===== config.mk =====
export PLATFORM = sky130hd
export DESIGN_NAME = max7219_frame_loader
export DESIGN_NICKNAME = d
export VERILOG_FILES = /design/src/rtl/max7219_frame_loader.sv
export SDC_FILE = /design/constraint.sdc
export NUM_CORES = 1
export LEC_CHECK = 0
export BUFFER_PORTS_ARGS = -buffer_cell sky130_fd_sc_hd__buf_2
export CAP_MARGIN = 20
export CORE_MARGIN = 5
export CORE_UTILIZATION = 30
export DETAILED_ROUTE_END_ITERATION = 10
export REMOVE_ABC_BUFFERS = 1
export SETUP_SLACK_MARGIN = 0.3
export SYNTH_ARGS = -nofsm -noshare
export SYNTH_HDL_FRONTEND = slang
export SYNTH_SLANG_ARGS = --single-unit

===== constraint.sdc =====
create_clock -name clk -period 3.7 [get_ports clk]
set_input_delay 0 -clock clk [delete_from_list [all_inputs] [get_ports clk]]
set_output_delay 0 -clock clk [all_outputs]
set_load 0.01 [all_outputs]

===== src/rtl/max7219_frame_loader.sv =====
// max7219_frame_loader: gathers host command words into the MAX7219 decoder
// RAM at a circular write pointer and launches the decoder over each frame.
module max7219_frame_loader #(
  parameter int G_RAM_ADDR_WIDTH = 8,
  parameter int G_RAM_DATA_WIDTH = 16,
  parameter int G_EQ_GUARD       = 2
) (
  input  logic                        clk,
  input  logic                        rst_n,
  input  logic                        i_wr_valid,
  output logic                        o_wr_ready,
  input  logic [G_RAM_DATA_WIDTH-1:0] i_wr_data,
  input  logic                        i_commit,
  input  logic                        i_loop,
  input  logic                        i_stop,
  output logic                        o_me,
  output logic                        o_we,
  output logic [G_RAM_ADDR_WIDTH-1:0] o_addr,
  output logic [G_RAM_DATA_WIDTH-1:0] o_wdata,
  output logic [G_RAM_ADDR_WIDTH-1:0] o_start_ptr,
  output logic [G_RAM_ADDR_WIDTH-1:0] o_last_ptr,
  output logic                        o_ptr_val,
  output logic                        o_loop,
  output logic                        o_en,
  input  logic                        i_ptr_equality,
  output logic                        o_busy,
  output logic                        o_done,
  output logic [G_RAM_ADDR_WIDTH:0]   o_count
);

  localparam int W = G_RAM_ADDR_WIDTH;
  localparam logic [W:0]   FULL_COUNT = {1'b1, {W{1'b0}}};
  localparam logic [W-1:0] PTR_ONE    = {{(W-1){1'b0}}, 1'b1};
  localparam logic [W:0]   CNT_ONE    = {{W{1'b0}}, 1'b1};
  localparam logic [3:0]   GUARD_LOAD = 4'(G_EQ_GUARD);

  typedef enum logic [1:0] {IDLE, FILL, LAUNCH, RUN} state_t;

  state_t       state;
  state_t       state_nxt;
  logic [W-1:0] wr_ptr;
  logic [W-1:0] seg_start;
  logic [W:0]   count;
  logic [W:0]   count_nxt;
  logic [3:0]   guard;
  logic         commit_pend;
  logic         commit_pend_nxt;
  logic         latch_frame;
  logic         finish;
  logic         ready_nxt;
  logic         accept;

  assign accept  = i_wr_valid & o_wr_ready;
  assign o_count = count;

  // State register; reset aborts any frame in flight without a done pulse
  always_ff @(posedge clk or negedge rst_n) begin
    if (!rst_n) begin
      state <= IDLE;
    end else begin
      state <= state_nxt;
    end
  end

  // Next-state logic; a word accepted together with commit delays launch by one cycle
  always_comb begin
    state_nxt       = state;
    commit_pend_nxt = 1'b0;
    latch_frame     = 1'b0;
    finish          = 1'b0;
    case (state)
      IDLE: begin
        if (accept) state_nxt = FILL;
      end
      FILL: begin
        if (commit_pend) begin
          state_nxt = LAUNCH;
        end else if (i_commit) begin
          latch_frame = 1'b1;
          if (accept) commit_pend_nxt = 1'b1;
          else        state_nxt       = LAUNCH;
        end
      end
      LAUNCH: begin
        state_nxt = RUN;
      end
      RUN: begin
        if (!o_loop && i_ptr_equality && (guard == 4'd0)) begin
          finish    = 1'b1;
          state_nxt = IDLE;
        end
      end
      default: state_nxt = IDLE;
    endcase

    count_nxt = count;
    if (finish)      count_nxt = '0;
    else if (accept) count_nxt = count + CNT_ONE;

    ready_nxt = (state_nxt == IDLE) ||
                ((state_nxt == FILL) && !commit_pend_nxt && (count_nxt != FULL_COUNT));
  end

  // Datapath and registered outputs: RAM write port, frame pointers, strobes
  always_ff @(posedge clk or negedge rst_n) begin
    if (!rst_n) begin
      wr_ptr      <= '0;
      seg_start   <= '0;
      count       <= '0;
      guard       <= '0;
      commit_pend <= 1'b0;
      o_wr_ready  <= 1'b1;
      o_me        <= 1'b0;
      o_we        <= 1'b0;
      o_addr      <= '0;
      o_wdata     <= '0;
      o_start_ptr <= '0;
      o_last_ptr  <= '0;
      o_ptr_val   <= 1'b0;
      o_loop      <= 1'b0;
      o_en        <= 1'b0;
      o_busy      <= 1'b0;
      o_done      <= 1'b0;
    end else begin
      count       <= count_nxt;
      commit_pend <= commit_pend_nxt;
      o_wr_ready  <= ready_nxt;
      o_me        <= accept;
      o_we        <= accept;
      if (accept) begin
        wr_ptr  <= wr_ptr + PTR_ONE;
        o_addr  <= wr_ptr;
        o_wdata <= i_wr_data;
      end
      if (latch_frame) begin
        o_start_ptr <= seg_start;
        o_last_ptr  <= accept ? wr_ptr : (wr_ptr - PTR_ONE);
        o_loop      <= i_loop;
      end else if ((state == RUN) && i_stop) begin
        o_loop <= 1'b0;
      end
      if ((state == FILL) && (state_nxt == LAUNCH)) begin
        guard <= GUARD_LOAD;
      end else if (guard != 4'd0) begin
        guard <= guard - 4'd1;
      end
      if (finish) seg_start <= wr_ptr;
      o_ptr_val <= (state_nxt == LAUNCH);
      o_en      <= (state_nxt == LAUNCH) || (state_nxt == RUN);
      o_busy    <= (state_nxt != IDLE);
      o_done    <= finish;
    end
  end

endmodule


# After elaboration in Yosys (flattened, before gate mapping)
# Index checks and enable logic that the tools add are counted.
[totals]
ff_bits = 79
latchBits = 0
ram_bits = 0
romBits = 0
in_bits = 23
out_inout_bits = 57
word_cells = 68
memories = 0
[op_classes]
addsub = 4
n_mul = 0
n_div = 0
order_cmp = 0
n_eq_ne = 7
shift = 0
n_mux = 22
n_bitwise = 1
n_reduce_logical = 17
[op_table]
columns = ["cell", "count"]
rows = [
  ["2-to-1 mux 9 bit", 2],
  ["2-to-1 mux 1 bit", 11],
  ["2-to-1 mux 2 bit", 5],
  ["adder 9 x 1 -> 9 bit (second input constant)", 1],
  ["!= test 9 bit (second input constant)", 1],
  ["adder 8 x 1 -> 8 bit (second input constant)", 1],
  ["== test 2 bit (second input constant)", 4],
  ["2-to-1 mux 4 bit", 2],
  ["2-to-1 mux 8 bit", 1],
  ["one-hot mux 2 bit (4 select lines)", 1],
  ["subtractor 8 x 1 -> 8 bit (second input constant)", 1],
  ["logical AND 1 bit", 6],
  ["nonzero test 2 bit", 3],
  ["== test 2 x 1 -> 1 bit (second input constant)", 2],
  ["zero test 2 bit", 2],
  ["zero test 4 bit", 1],
  ["nonzero test 4 bit", 1],
  ["subtractor 4 x 1 -> 4 bit (second input constant)", 1],
  ["zero test 1 bit", 2],
  ["logical OR 1 bit", 2],
  ["bitwise AND 1 bit", 1],
]

# Depth between registers and ports, before layout
[logic_depth]
ltp_word = 9
mapped_depth = 8
depth_no_buf = 6

# Worst setup path after synthesis
# Ideal clock, no wire load.
[synth_timing]
path_type = "flip-flop to flip-flop"
from = "register guard[0]"
to = "register o_wr_ready"
setup_ns = 0.077
t_arrival_ns = 1.722
required_ns = 3.623
path_slack_ns = 1.901
path_stages_with_launch = 9
n_path_buf = 2
period_less_slack_ns = 1.799
path_cell_list = "dfrtp_1 -> inv_1 -> ha_1 -> or3b_1 -> buf_2 -> nor2_4 -> buf_4 -> a211oi_1 -> a31oi_1"
[synth_between]
elab_chain_len = 8
elab_cells_between_ends = 13
classes_between = "eq/ne: 2; mux: 5; reduce/logical: 6"
[synth_rtl]
columns = ["element", "line_no", "source"]
rows = [
  ["start: declaration", "45", "logic [3:0] guard;"],
  ["start signal: assignment", "145", "guard <= guard - 4'd1;"],
  ["zero test 4 bit", "88", "if (!o_loop && i_ptr_equality && (guard == 4'd0)) begin"],
  ["logical AND 1 bit", "88", ""],
  ["2-to-1 mux 1 bit", "88", ""],
  ["2-to-1 mux 1 bit", "71", "case (state)"],
  ["via finish", "49", "logic finish;"],
  ["2-to-1 mux 9 bit", "97", "if (finish) count_nxt = '0;"],
  ["!= test 9 bit", "101", "((state_nxt == FILL) && !commit_pend_nxt && (count_nxt != FULL_COUNT));"],
  ["logical AND 1 bit", "101", ""],
  ["logical OR 1 bit", "100", "ready_nxt = (state_nxt == IDLE) ||"],
  ["via ready_nxt", "50", "logic ready_nxt;"],
  ["end signal: assignment", "127", "o_wr_ready <= ready_nxt;"],
  ["end: declaration", "11", "output logic o_wr_ready,"],
]
# The timed path passes the listed nets, and every way through them passes these cells.
# A chain may end at the register's enable or synchronous reset.

# Final worst setup path
[layout_timing]
from = "register o_wr_ready"
to = "register wr_ptr[7]"
[layout_between]
elab_chain_len = 1
[layout_rtl]
columns = ["element", "line_no", "source"]
rows = [
  ["bitwise AND 1 bit", "53", "assign accept = i_wr_valid & o_wr_ready;"],
  ["end signal: assignment", "131", "wr_ptr <= wr_ptr + PTR_ONE;"],
  ["end: declaration", "41", "logic [W-1:0] wr_ptr;"],
]
# Every way passes these cells.

==> metrics <==
Site Rows=39; period utilisation layout=about three fifths; CTS tree=done; Nets=roughly 450; number of CTS-inserted buffers=9; largest net degree at the start of global routing=80; RSZ-0062 raised after global routing=false; starting density of the core=between 30% and 40%; mux contribution to synthesized area=under 10%; critical path fanouts, max=40; worst rel slew slack=a little over half; HP Class=in2async; antenna violations before repair=1; All-Layer GR Usage=between 10% and 20%; first-pass GRT wire length=~14 mm; share of flip-flops with an asynchronous set or reset=100.0%; Power per Cell Area=just under 800 nW/um^2; flops & latches, synth=79; Vias/cell=about 4.6; HPWL after DPL=between 5 and 6 mm; Final setup viols=0; Fin Hold WS=about 43 ps; Die Height=around 120 um; register area share after synthesis=between 50% and 60%; Placer Congestion=0.8487; cts repair resizes=0; GR Overflow Total=0; Max Slew Vio Count=0; leakage dissipation=2.263 nW; synth unique cells=between 40 and 50; complex-gate fraction of the synthesized area=7.212%; vias in the first global route=2719; yosys warns=0; largest family of logic cells by synthesized area=simple AND/OR/NAND/NOR gates; fraction of layout cells with a size suffix above 1=28.54%; PortBufs=79; crit path time final=roughly 2300 ps; Vias=about 2700; FILL cells=approximately 1100; wire per inst=14.44 um; Pre-Repair DR Iteration Count=4; Top FF cell, synth=dfrtp_1; Max clock buf depth=2; endpoints failing hold=0; worst clock skew=roughly 5.5 ps; Synth top area share=56.26%; CORE AREA=11370 um^2; Top-Level Pins=80; Post-Syn Instances=approximately 330; f_max=between 400 and 500 MHz; clk sink count=between 70 and 80; n_diodes=0; drt first-iter violations=approximately 150; CP startpoint kind=flip-flop; Worst EP arrival=2530 ps; outcome=complete, no violations; max_cap viols=0; Die W=~120 um; Syn-to-layout area delta=30.36%; syn_area_per_cell=about 10 um^2; area leader, netlist=dfrtp_1; Fin Setup TNS=0 ps; XOR/XNOR Fraction of Synth Area=5.301%; antenna viol nets, final=0; Synth Area in Simple Gates=18.64%; IR drop worst, VDD=0.2590 mV; EDFF count, synth=0; pin slew with the least headroom to its limit=between 700 and 800 ps; CP endpoint kind=flip-flop; die area=about 14000 um^2; Post-Synth Adder-Cell Area=between 1.5 and 2%; Setup CP Type=reg2reg; synth top area cells=dfrtp_1 (56%), nand2_1 (9.0%), mux2_2 (4.9%); Netlist Area Pre-Place=3470 um^2; Post-Route Utilization=39.78%; WP data required=slightly below 4000 ps; Worst R2R Setup Slack=~1400 ps; CTS root buf=clkbuf_16; DRC viols=0; worst skew pair latency=~330 ps; WL final=between 8 and 9 mm; clk slew on worst S/H paths=roughly 60 ps; H-tree depth reported by CTS=3
area by class of cell:
class,instances,area [um^2],share of cell area [%]
inverters,11,41.29,0.9129
repair buffers,101,630.6,13.94
clock inverters,7,97.59,2.158
flip-flops and latches,79,1978,43.73
multi-input cells,224,1371,30.32
well taps,143,178.9,3.956
clock buffers,9,225.2,4.979
power by group:
part           internal [mW]  switching [mW]
logic                  0.512           0.635
registers               1.17           0.261
clock network          0.592           0.354
layer usage:
layer / routed length [um] / track usage (%)
met5: 13 / 0
met4: 82 / 3.154
met3: 486 / 4.998
met2: 4081 / 19.84
met1: 3621 / 14.83
repair_timing:
action / 4_1_cts / 5_1_grt
hold endpoints to repair: 95 / 0
hold buffers: 19 / 0
buffers inserted: 0 / 0
endpoints found under the setup margin: 0 / 0
cell usage in the layout, fill, tap and decap left out, drive strengths merged, types with 5 or more instances in the layout:
cell type    Yosys  final
xor2            11     11
o21ai           11     11
nand3            6      6
nor2            24     24
dfrtp           78     78
a21oi           13     13
ha               5      5
buf             10     82
nand4            7      7
nand2           83     83
xnor2           10     10
clkbuf           8      9
dlygate4sd3      0     19
mux2            17     17
inv             11     11
registers in the layout (all words and copies together), names as in the netlist:
register / count
o_wr_ready: 1
wr_ptr: 8
o_busy: 1
o_we: 1
seg_start: 8
guard: 4
o_addr: 8
o_ptr_val: 1
commit_pend: 1
o_done: 1
o_start_ptr: 8
state: 2
o_loop: 1
o_en: 1
o_last_ptr: 8
o_count: 9
o_wdata: 16
worst max-delay path: stages (launching register included):
cell and delay [ps]:
dfstp_2 600, nand2_1 170, buf_4 280, inv_2 520
nand4_1 280, nor2_1 190, xor2_1 170
stage by stage:
step / setup slack (ps) / total power [mW] / instances / cell area (um^2)
floorplan: 1541 / 2.109 / 314 / 3385
global placement: 1528 / 2.558 / 538 / 3983
detailed placement: 1458 / 2.586 / 538 / 3983
CTS: 1416 / 3.583 / 573 / 4496
global route: 1233 / 3.779 / 574 / 4523
finish: 1416 / 3.526 / 574 / 4523
final timing paths:
kind	start	endpoint	cells after the start
worst max register to register	o_wr_ready	wr_ptr[7]	6
worst min register to register	o_wdata[8]	o_wdata[8]	2
min in group clk	i_commit	o_wr_ready	4
worst max-delay path	o_wr_ready	wr_ptr[7]	6
worst min-delay path	rst_n	o_count[6]	2
max in group asynchronous	rst_n	o_wr_ready	3
Yosys cell counts (2+ instances only):
cell	count
nand4_1	6
nor3b_1	2
nand3_1	5
ha_1	5
xor2_1	11
and2_1	2
clkbuf_1	8
nand2_1	83
o31ai_1	2
o21ai_1	2
or3_1	2
dfrtp_1	78
xnor2_1	10
a31oi_1	2
nor3_1	2
o21ai_0	9
inv_1	10
buf_2	5
nor2_1	23
mux2_1	2
nand2b_1	2
mux2i_1	3
a21oi_1	13
and3_1	3
buf_4	3
buf_1	2
mux2_2	15
nand3b_1	2
cells by family after synthesis:
family,count (synthesis)
AO/OA/AOI/OAI,37
multiplexers,20
AND/OR/NAND/NOR,141
adder cells (fa/ha/maj),5
flip-flops,79
buffers and inverters,29
XOR/XNOR,21
(Power assumes the default switching activity.)
